File: src/rtl/aib_rx_word_aligner.sv
// AIB receive word aligner.
// Builds two candidate words from the per-lane DDR halves: phase 0 is the
// natural pairing and phase 1 is slipped by half a cycle. An alignment marker
// is hunted on both, confirmed on the chosen phase, and then payload words
// are forwarded while a marker-gap watchdog keeps the lock honest.
module aib_rx_word_aligner #(
  parameter int                 NumIo      = 20,
  parameter logic [2*NumIo-1:0] Marker     = {NumIo{2'b01}},
  parameter int                 ConfirmCnt = 4,
  parameter int                 Timeout    = 64
) (
  input  logic                 i_clk,
  input  logic                 i_rst_n,
  input  logic                 c_align_en,
  input  logic                 i_rx_data0 [NumIo],
  input  logic                 i_rx_data1 [NumIo],
  output logic [2*NumIo-1:0]   o_data,
  output logic                 o_valid,
  output logic                 o_locked,
  output logic                 o_phase,
  output logic [7:0]           o_relock_cnt
);

  localparam int         W        = 2 * NumIo;
  localparam logic [3:0] ConfLim  = 4'(ConfirmCnt);
  localparam logic [9:0] TmoLast  = 10'(Timeout - 1);

  typedef enum logic [1:0] {
    SEARCH  = 2'd0,
    CONFIRM = 2'd1,
    LOCKED  = 2'd2
  } state_e;

  // Input capture: current halves of both lanes plus the previous falling half.
  logic [NumIo-1:0] cur0_q, cur1_q, prev1_q;

  // Candidate words for the two phases and the one selected by the FSM.
  logic [W-1:0] word0, word1, sel_word;

  // FSM and output state.
  state_e       state_q, state_d;
  logic         phase_q, phase_d;
  logic [3:0]   cnt_q, cnt_d;
  logic [9:0]   tmo_q, tmo_d;
  logic [7:0]   relock_q, relock_d;
  logic [W-1:0] data_q, data_d;
  logic         valid_q, valid_d;

  function automatic logic [7:0] sat_inc8(input logic [7:0] v);
    return (v == 8'hFF) ? v : v + 8'd1;
  endfunction

  // Register both DDR halves every cycle and keep one cycle of falling-half history.
  always_ff @(posedge i_clk or negedge i_rst_n) begin
    if (!i_rst_n) begin
      cur0_q  <= '0;
      cur1_q  <= '0;
      prev1_q <= '0;
    end else begin
      for (int k = 0; k < NumIo; k++) begin
        cur0_q[k] <= i_rx_data0[k];
        cur1_q[k] <= i_rx_data1[k];
      end
      prev1_q <= cur1_q;
    end
  end

  // Interleave lane bits into the phase-0 and half-cycle-slipped phase-1 words.
  always_comb begin
    word0 = '0;
    word1 = '0;
    for (int k = 0; k < NumIo; k++) begin
      word0[2*k]   = cur0_q[k];
      word0[2*k+1] = cur1_q[k];
      word1[2*k]   = prev1_q[k];
      word1[2*k+1] = cur0_q[k];
    end
    sel_word = phase_q ? word1 : word0;
  end

  // Next-state logic: marker search, confirmation run, and locked forwarding with watchdog.
  always_comb begin
    state_d  = state_q;
    phase_d  = phase_q;
    cnt_d    = cnt_q;
    tmo_d    = tmo_q;
    relock_d = relock_q;
    data_d   = data_q;
    valid_d  = 1'b0;
    if (!c_align_en) begin
      state_d = SEARCH;
      cnt_d   = '0;
      tmo_d   = '0;
      if (state_q == LOCKED) relock_d = sat_inc8(relock_q);
    end else begin
      case (state_q)
        SEARCH: begin
          // Phase 0 takes priority when both candidates show the marker.
          if (word0 == Marker) begin
            state_d = CONFIRM;
            phase_d = 1'b0;
            cnt_d   = 4'd1;
          end else if (word1 == Marker) begin
            state_d = CONFIRM;
            phase_d = 1'b1;
            cnt_d   = 4'd1;
          end
        end
        CONFIRM: begin
          if (sel_word == Marker) begin
            cnt_d = cnt_q + 4'd1;
            if (cnt_q + 4'd1 >= ConfLim) begin
              state_d = LOCKED;
              tmo_d   = '0;
            end
          end else begin
            state_d = SEARCH;
            cnt_d   = '0;
          end
        end
        LOCKED: begin
          if (sel_word == Marker) begin
            // A marker always refreshes the watchdog, even on its last cycle.
            tmo_d = '0;
          end else begin
            valid_d = 1'b1;
            data_d  = sel_word;
            if (tmo_q >= TmoLast) begin
              state_d  = SEARCH;
              tmo_d    = '0;
              cnt_d    = '0;
              relock_d = sat_inc8(relock_q);
            end else begin
              tmo_d = tmo_q + 10'd1;
            end
          end
        end
        default: begin
          state_d = SEARCH;
          cnt_d   = '0;
          tmo_d   = '0;
        end
      endcase
    end
  end

  // State, counters and registered outputs.
  always_ff @(posedge i_clk or negedge i_rst_n) begin
    if (!i_rst_n) begin
      state_q  <= SEARCH;
      phase_q  <= 1'b0;
      cnt_q    <= '0;
      tmo_q    <= '0;
      relock_q <= '0;
      data_q   <= '0;
      valid_q  <= 1'b0;
    end else begin
      state_q  <= state_d;
      phase_q  <= phase_d;
      cnt_q    <= cnt_d;
      tmo_q    <= tmo_d;
      relock_q <= relock_d;
      data_q   <= data_d;
      valid_q  <= valid_d;
    end
  end

  assign o_data       = data_q;
  assign o_valid      = valid_q;
  assign o_locked     = (state_q == LOCKED);
  assign o_phase      = phase_q;
  assign o_relock_cnt = relock_q;

endmodule

File: config.mk
export PLATFORM = sky130hd
export DESIGN_NAME = aib_rx_word_aligner
export DESIGN_NICKNAME = d
export VERILOG_FILES = /design/src/rtl/aib_rx_word_aligner.sv
export SDC_FILE = /design/constraint.sdc
export NUM_CORES = 1
export LEC_CHECK = 0
export ABC_AREA = 1
export BUFFER_PORTS_ARGS = -buffer_cell sky130_fd_sc_hd__buf_2
export CAP_MARGIN = 20
export CORE_UTILIZATION = 40
export DETAILED_ROUTE_END_ITERATION = 8
export GPL_ROUTABILITY_DRIVEN = 0
export PLACE_DENSITY_LB_ADDON = 0.3
export SETUP_SLACK_MARGIN = 0.15
export SYNTH_ARGS = -nofsm -noshare
export SYNTH_HDL_FRONTEND = slang
export SYNTH_SLANG_ARGS = --single-unit
File: constraint.sdc
create_clock -name i_clk -period 6.05 [get_ports i_clk]
set_input_delay 1.21 -clock i_clk [delete_from_list [all_inputs] [get_ports i_clk]]
set_output_delay 1.21 -clock i_clk [all_outputs]
set_load 0.03 [all_outputs]
Yosys cells after proc, flatten, opt, wreduce, memory -nomap -nowiden

Cells that the tools add are included.

Register bits: 126
Latch bits: 0
Memory bits (writable): 0
Memory bits (read-only): 0
Bits of input ports: 43
Output and inout bits: 51
Logic and storage cells: 72
Memories kept: 0

$add $sub $neg: 3
Multipliers: 0
Divide/modulo/power cells: 0
Order comparisons: 2
Equality and inequality tests: 15
Shifts and indexed selects: 0
Multiplexer cells: 33
Bitwise gates (word level): 1
Reductions and logical operators: 8

Operators with widths:

| cell                                                  | number |
|---|---|
| == test 40 x 39 -> 1 bit, second input constant       | 3 |
| two-way mux 10 bit                                    | 5 |
| two-way mux 8 bit                                     | 6 |
| two-way mux 40 bit                                    | 1 |
| one-hot mux 10 bit (3 select lines)                   | 1 |
| two-way mux 4 bit                                     | 6 |
| AND reduction 3 bit                                   | 5 |
| two-way mux 2 bit                                     | 7 |
| one-hot mux 4 bit (3 select lines)                    | 1 |
| adder 10 x 1 -> 10 bit, second input constant         | 1 |
| >= comparator 10 x 6 -> 1 bit, second input constant  | 1 |
| inequality test 3 bit, second input constant          | 3 |
| adder 8 x 1 -> 8 bit, second input constant           | 1 |
| == test 8 bit, second input constant                  | 1 |
| inequality test 4 bit, second input constant          | 2 |
| one-hot mux 2 bit (3 select lines)                    | 1 |
| two-way mux 1 bit                                     | 5 |
| adder 4 x 1 -> 4 bit, second input constant           | 1 |
| >= comparator 4 x 3 -> 1 bit, second input constant   | 1 |
| inequality test 2 bit, second input constant          | 2 |
| AND reduction 4 bit                                   | 1 |
| inequality test 3 x 2 -> 1 bit, second input constant | 1 |
| == test 2 x 1 -> 1 bit, second input constant         | 1 |
| == test 2 bit, second input constant                  | 1 |
| 4 further kinds                                       | 4 |

Depth between registers and ports, before layout

Gate-level depths: netlist (run 1).

Depth in word-level cells: 6
Depth in mapped cells: 15
Mapped depth without buffers: 13

Least setup slack after synthesis (run 1)

OpenSTA, ideal clock, no wires.

Kind: reg-to-output
From: register state_q[0]
To: output o_locked
Arrival: 1.069 ns
Data required time: 4.840 ns
Slack: 3.771 ns
Stages on the path, launching flop included: 3
Buffers on the path: 1
Cells stage by stage: dfrtp_1 -> nor2_1 -> clkbuf_1

Cells in the longest elaborated chain, start to end: 1

RTL lines:

| item                   | RTL line | RTL |
|---|---|---|
| start, declared        | 41       | `state_e state_q, state_d;` |
| start signal, assigned | 158      | `state_q <= state_d;` |
| == test 2 bit          | 170      | `assign o_locked = (state_q == LOCKED);` |
| end, declared          | 19       | `output logic o_locked,` |

Every way passes these cells.

Worst setup path in the final report (run 1)

Same ends and word-level chain as after synthesis.

==> summary.md, run 1 <==
| Metric | Value |
|---|---|
| Status | `finished clean` |
| Crit path buf inv count | `1` |
| Setup TNS | `0 ns` |
| CTS Root Cell | `clkbuf_16` |
| Seq/Total Area, Yosys | `0.5525` |
| Die Height | `roughly 120 um` |
| Die area | `between 10000 and 15000 um2` |
| Fin nets | `between 800 and 900` |
| Clock Tree Buf Depth | `2` |
| Clock Skews | `0.007021 ns` |
| Synth Area in Adders | `0.006578` |
| Reg2Reg Depth | `14` |
| Clk_lat worst skew | `0.42 ns` |
| Min Hold Slack | `0.3699 ns` |
| Post-synthesis instance area | `5707 um2` |
| CTS Sinks | `126` |
| Final instance area | `roughly 7000 um2` |
| Gr usage total | `0.2016` |
| CP Capture Type | `primary output` |
| Critical path arrival | `1.89 ns` |
| Finish-stage setup viols | `0` |
| Clk slew on worst S/H paths | `0.06 ns` |
| Leakage power | `3.652 nW` |
| DRC errors left | `0` |
| PwrDens | `452.6 nW/um2` |
| Average wire per standard cell | `13.65 um` |
| Hold Crit Class | `reg -> reg` |
| Die Span X | `121.4 um` |
| Syn_area_per_cell | `7.937 um2` |
| Core area | `13880 um2` |
| Port bufs | `93` |
| First-pass GRT wire length | `22370 um` |
| CTS tree | `yes` |
| FP Rows | `43` |
| Startpoint Class | `flip-flop` |
| Unrepaired setup endpoints after global routing | `no` |
| Worst Hold Path EP | `prev1_q[10]` |
| Critical Path RT | `4.84 ns` |
| Slowest CP cell | `nor2_1` |
| Flop2flop setup slack | `2.96 ns` |
| Fmax | `323.0 MHz` |
| Vias in the first global route | `~4400` |
| Largest family of logic cells by synthesized area | `simple AND/OR/NAND/NOR gates` |
| Post-DP HPWL | `roughly 10000 um` |
| DR vias | `4682` |
| Initial antenna violation count | `0` |
| Initial Utilization | `0.4111` |
| Delay-heaviest family, CP | `simple AND/OR/NAND/NOR gates` |
| Max rail drop VDD | `around 0.00021 V` |
| Largest net degree at the start of global routing | `70` |
| Proportion of layout cells with a drive suffix above 1 | `0.1644` |
| Area Growth Syn to Fin | `22.69%` |
| XOR/XNOR Fraction of Synth Area | `0.01842` |
| Final hold violation count | `0` |
| DR iter-0 viols | `356` |
| DRT Pass-1 Iters | `6` |
| Actual slew at the worst max-slew pin | `approximately 0.87 ns` |
| Synth Instances | `around 720` |
| Relative slew slack | `0.4205` |
| Total of max-cap violations | `0` |
| Synth Net Count | `765` |
| Worst reg2reg path endpoint | `o_data[4]` |
| Post_cts resized | `0` |
| Remaining global-route overflow | `0` |
| I/O pin cnt | `94` |
| Setup Buffers After CTS | `0` |
| Area of placed instances | `around 6300 um2` |
| Compound-cell area share of the yosys netlist | `0.05306` |
| CTS H-Tree Depth | `4` |
| Routed wire length | `13740 um` |
| Number of routed nets with antenna violations | `0` |
| Synth cell types | `28` |
| Max stage delay on crit path | `0.69 ns` |
| Final period util | `0.5118` |
| Worst-path cell chain | `nor2_1 -> buf_2` |
| Final min period | `3.096 ns` |
| Synth Area in Simple Gates | `0.3010` |
| Post-synthesis register bit count | `126` |
| Reg2reg start | `o_phase` |
| Setup CP Type | `reg -> out` |
| Vias/cell | `4.649` |
| HP Start | `cur1_q[10]` |
| Hold buffers post-CTS | `0` |
| CTS Buf Count | `17` |
| Slew Viols, Final | `0` |
| Hold depth | `0` |
| Critical path fanouts, max | `12` |
| Warnings, synthesis | `0` |
| Ant. Diodes | `0` |
| Mux contribution to synthesized area | `0` |
[layout by cell type, fill, tap and decap left out, types with 2 or more instances in the layout]
cell type / n
nand4_1: 16
a21oi_1: 28
xnor2_1: 3
clkinv_2: 2
o21ai_1: 5
xor2_1: 9
nor2_4: 2
nand2_1: 284
nor3_1: 2
ha_1: 3
clkbuf_16: 17
dfrtp_1: 126
clkinv_4: 3
inv_1: 68
buf_2: 92
bufinv_16: 7
nor2_1: 102
buf_4: 4
o21ai_0: 23
nand3_1: 18
[routing by layer]
layer  vias to the layer above  track usage  share of wire
li1                       2408            -              -
met1                      2134       0.2824           0.48
met2                       123       0.3008           0.45
met3                        17      0.04746          0.051
met4                         0      0.07716          0.017
met5                         -            0              0
[final cells by class]
| type | instances | area (um2) |
|---|---|---|
| Fill cell | 1359 | 6879 |
| Sequential cell | 126 | 3153 |
| Multi-Input combinational cell | 503 | 2168 |
| Timing Repair Buffer | 96 | 490.5 |
| Clock buffer | 18 | 439.2 |
| Clock inverter | 14 | 262.8 |
| Inverter | 70 | 262.8 |
| Tap cell | 180 | 225.2 |
[state kept, by name, summed over array words and instances, names as in the netlist]
register	count
prev1_q	20
o_phase	1
cnt_q	4
cur1_q	20
state_q	2
tmo_q	10
o_valid	1
cur0_q	20
o_data	40
o_relock_cnt	8
[cell usage after synthesis]
cell type  count  area share
nand2_1      284        0.19
dfrtp_1      126        0.55
nor2_1       102       0.067
inv_1         68       0.045
a21oi_1       28       0.025
o21ai_0       23       0.020
nand3_1       18       0.016
nand4_1       16       0.018
xor2_1         9       0.014
buf_2          6      0.0053
clkbuf_1       6      0.0039
o21ai_1        5      0.0044
buf_4          4      0.0053
buf_6          4      0.0079
ha_1           3      0.0066
xnor2_1        3      0.0046
nor2_2         2      0.0022
nor3_1         2      0.0018
a21o_1         1      0.0013
a31oi_1        1      0.0011
clkinv_1       1     0.00066
inv_2          1     0.00066
nand3_2        1      0.0018
nand3b_1       1      0.0013
nand4_4        1      0.0037
nor2_4         1      0.0020
o21ai_2        1      0.0015
or2_2          1      0.0011
[worst max path at each step]
stage | from | slack (ns) | endpoint | cells past startpoint
floorplan | state_q[0] | 3.77 | o_locked | 2
global placement | o_phase | 3.07 | o_data[8] | 14
detailed placement | o_phase | 3.00 | o_data[34] | 14
CTS | o_phase | 2.97 | o_data[27] | 14
global route | o_phase | 2.58 | o_data[34] | 14
finish | state_q[0] | 2.95 | o_locked | 2
[per-stage QoR]
step	setup WS, ns	total power, mW	cells	utilization
after floorplan	3.771	1.702	719	-
after global placement	3.068	1.969	975	0.4538
after detailed placement	2.999	1.984	975	0.4538
after CTS	2.974	3.193	1007	0.5044
after global routing	2.585	3.335	1007	0.5044
final	2.954	3.169	1007	0.5044
[power by group]
part	leakage (nW)	switching [mW]	internal, mW
sequential	1.50	0.129	1.02
combinational	1.81	0.589	0.228
clock	0.340	0.378	0.826
total	3.65	1.10	2.07
[kinds of logic after synthesis]
| group | Yosys count |
|---|---|
| buf+inv | 90 |
| simple gates | 429 |
| flops | 126 |
| compound gates | 59 |
| xor+xnor | 12 |
| fa+ha+maj | 3 |
[worst reg2reg max path: cells and delay by family (launching register included)]
kind                   cells  cell delay (ns)
DFF                        1             0.35
buffers and inverters      3             1.17
AOI/OAI and AO/OA          1             0.05
and+or+nand+nor           10             1.37
No activity file was read; power rests on OpenSTA's default activity.
==> inputs of run 2 (changes only) <==
--- a/config.mk
+++ b/config.mk
@@ -5,7 +5,7 @@
 export SDC_FILE = /design/constraint.sdc
 export NUM_CORES = 1
 export LEC_CHECK = 0
-export ABC_AREA = 1
+export ABC_AREA = 0
 export BUFFER_PORTS_ARGS = -buffer_cell sky130_fd_sc_hd__buf_2
 export CAP_MARGIN = 20
 export CORE_UTILIZATION = 40
==> constraint.sdc (replaced) <==
create_clock -name i_clk -period 3.2 [get_ports i_clk]
set_input_delay 0.64 -clock i_clk [delete_from_list [all_inputs] [get_ports i_clk]]
set_output_delay 0.64 -clock i_clk [all_outputs]
set_load 0.03 [all_outputs]
==> summary.md, run 2 <==
| Metric | Value |
|---|---|
| Status | `finished clean (unchanged)` |
| Die Span X | `112.4 um (was 121.4 um)` |
| Clock Tree Buf Depth | `2 (unchanged)` |
| Synth area leaders | `dfrtp_1, mux2i_1, a21oi_1, nor2_1, xnor2_1 (was dfrtp_1, nand2_1, nor2_1, inv_1, a21oi_1)` |
| Setup CP Type | `reg -> reg (was reg -> out)` |
| Max rail drop VDD | `0.0005431 V (was 0.0002103 V)` |
| Warnings, synthesis | `0 (unchanged)` |
| Initial antenna violation count | `0 (unchanged)` |
| Area leader, netlist | `dfrtp_1 (unchanged)` |
| Max reg flops | `40 (unchanged)` |
| Area Growth Syn to Fin | `25.13% (was 22.69%)` |
| Final cell count without fillers | `646 (was 1007)` |
| Unrepaired setup endpoints after global routing | `no (unchanged)` |
| Total of max-cap violations | `0 (unchanged)` |
| Fin nets | `536 (was 860)` |
| I/O pin cnt | `94 (unchanged)` |
| Clk slew on worst S/H paths | `0.06 ns (about the same)` |
| Combinational fraction of design power | `0.026 (was 0.258)` |
| Critical path arrival | `2.87 ns (was 1.89 ns)` |
| Relative slew slack | `0.4035 (was 0.4205)` |
| Placed Instances | `614 (was 975)` |
| Gr usage total | `0.1835 (was 0.2016)` |
| CTS H-Tree Depth | `4 (unchanged)` |
| CTS Sinks | `126 (unchanged)` |
| Most common cell in the synthesized netlist | `dfrtp_1 (was nand2_1)` |
| Synth Instances | `387 (was 719)` |
| Number of routed nets with antenna violations | `0 (unchanged)` |
| CTS Root Cell | `clkbuf_16 (unchanged)` |
| Ant. Diodes | `0 (unchanged)` |
| Min Hold Slack | `0.2715 ns (was 0.3699 ns)` |
| Remaining global-route overflow | `0 (unchanged)` |
| Hold Crit Class | `in -> async (was reg -> reg)` |
| DR vias | `3329 (was 4682)` |
| Synth top area share | `0.6470 (was 0.5525)` |
| Initial Utilization | `0.4179 (was 0.4111)` |
| Synth top cells by count | `dfrtp_1, nor2_1, a21oi_1 (was nand2_1, dfrtp_1, nor2_1)` |
| Final hold violation count | `0 (unchanged)` |
| Average wire per standard cell | `16.39 um (was 13.65 um)` |
| Syn_area_per_cell | `12.59 um2 (was 7.937 um2)` |
| Critical Path RT | `3.52 ns (was 4.84 ns)` |
| First-pass GRT wire length | `17460 um (was 22370 um)` |
| Commonest non-fill, non-tap cell in the layout | `dfrtp_1 (was nand2_1)` |
| Critical path fanouts, max | `32 (was 12)` |
| Setup Buffers After CTS | `0 (unchanged)` |
| DRT Pass-1 Iters | `4 (was 6)` |
| Slew Viols, Final | `0 (unchanged)` |
| Startpoint Class | `flip-flop (unchanged)` |
| Proportion of layout cells with a drive suffix above 1 | `0.2724 (was 0.1644)` |
| Fmax | `392.1 MHz` |
| Top FF cell, synth | `dfrtp_1 (unchanged)` |
| Die area | `12630 um2 (was 14750 um2)` |
| Synth cell types | `48 (was 28)` |
| Post-synthesis instance area | `4873 um2 (was 5707 um2)` |
| # fillers | `1002 (was 1359)` |
| Post-synth ARST share | `1.000 (unchanged)` |
| Commonest cells after routing, fill and taps aside | `dfrtp_1, buf_2, nor2_1 (was nand2_1, dfrtp_1, nor2_1)` |
| Worst Slack Setup Final | `0.6499 ns (was 2.954 ns)` |
| Clk_lat worst skew | `0.41 ns (was 0.42 ns)` |
| Hold buffers post-CTS | `0 (unchanged)` |
| Clock power frac | `0.513 (was 0.380)` |
| Seq/Total Area, Yosys | `0.6470 (was 0.5525)` |
| DRC errors left | `0 (unchanged)` |
| Post-DP HPWL | `7477 um (was 10040 um)` |
| Internal power | `2.833 mW (was 2.073 mW)` |
| Setup TNS | `0 ns (unchanged)` |
| Port bufs | `93 (unchanged)` |
| Vias in the first global route | `3346 (was 4411)` |
| Core area | `11660 um2 (was 13880 um2)` |
| Final min period | `2.550 ns` |
| Die Height | `112.4 um (was 121.4 um)` |
| Final period util | `0.7969` |
| Routed wire length | `10590 um (was 13740 um)` |
| CP Capture Type | `flip-flop (was primary output)` |
| CTS Buf Count | `17 (unchanged)` |
| Finish-stage setup viols | `0 (unchanged)` |
| DR iter-0 viols | `204 (was 356)` |
| Post-synthesis register bit count | `126 (unchanged)` |
| Actual slew at the worst max-slew pin | `0.8919 ns (was 0.8661 ns)` |
| Sequential share of power | `0.461 (was 0.362)` |
| Largest net degree at the start of global routing | `55 (was 70)` |
| Vias/cell | `5.153 (was 4.649)` |
| PwrDens | `593.0 nW/um2 (was 452.6 nW/um2)` |
| Post_cts resized | `0 (unchanged)` |
| CTS tree | `yes (unchanged)` |
| DP Worst Slack | `0.6475 ns (was 2.999 ns)` |
| Switch Pwr | `0.7830 mW (was 1.096 mW)` |
| EDFF count, synth | `0 (unchanged)` |
| Synth Net Count | `433 (was 765)` |
| Leakage power | `2.910 nW (was 3.652 nW)` |
| FP Rows | `39 (was 43)` |
| Clock Skews | `0.01190 ns (was 0.007021 ns)` |
| Sw Share | `0.2165 (was 0.3459)` |
==> run 2: cell types whose count changed after synthesis, sizes merged, moves of 14 or more <==
cell   delta
a21oi    +14
inv      -62
mux2i    +41
nand2   -276
nor2     -59
o21ai    -26
==> run 2: power by group through the flow <==
stage	clock [mW]	sequential, mW	combinational (mW)
detailed placement	0	1.70	0.0970
global route	1.97	1.67	0.107
finish	1.85	1.67	0.0937
global placement	0	1.69	0.0958
floorplan	0	1.68	0.0272
CTS	1.90	1.67	0.0973
==> run 2: cells by family after synthesis <==
family / share of synthesized area
buffers and inverters: 0.02003
AOI/OAI and AO/OA: 0.08139
and+or+nand+nor: 0.1412
muxes: 0.08652
DFF: 0.6470
adders and majority gates: 0.007703
xor gates and xnor gates: 0.01618
==> run 2: final timing paths <==
path	start	to	slack (ns)	depth (start not counted)
setup / recovery	state_q[0]	o_data[17]	0.65	6
hold / removal	i_rst_n	cnt_q[3]	0.27	1
setup reg to reg	state_q[0]	o_data[17]	0.65	6
hold reg to reg	cur1_q[0]	prev1_q[0]	0.39	0
max in group asynchronous	i_rst_n	prev1_q[7]	2.14	2
min in group i_clk	i_rx_data0[2]	cur0_q[17]	0.33	1
==> run 2: final cells by class <==
cell class                 instances  area, um2  share of cell area
sequential                       126       3154              0.5172
multi-input combinational        239       1629              0.2671
timing repair buffer              99      525.5             0.08617
clock buffer                      18      439.2             0.07201
tap                              143      178.9             0.02934
clock inverter                    14      145.1             0.02380
inverter                           7      26.28            0.004309
==> run 2: worst max-delay path: stages (launching register included) <==
cell and delay, ns:
dfrtp_1 0.46, nor2b_1 0.36, nand2_1 0.18, nor3_4 0.78, buf_4 0.45, nor2_1 0.08, a21oi_1 0.14
==> run 2: through the flow <==
stage               utilization  area (um2)  power, mW
global route             0.5229        6098      3.752
detailed placement       0.4728        5514      1.793
finish                   0.5229        6098      3.616
global placement         0.4728        5514      1.790
CTS                      0.5229        6098      3.664
floorplan                     -        4873      1.709
==> run 2: per-layer routing <==
layer	up-vias	track usage	share of wire
li1	1601	-	-
met1	1616	0.2453	0.47
met2	101	0.2807	0.47
met3	11	0.06317	0.049
met4	0	0.06222	0.012
met5	-	0	0
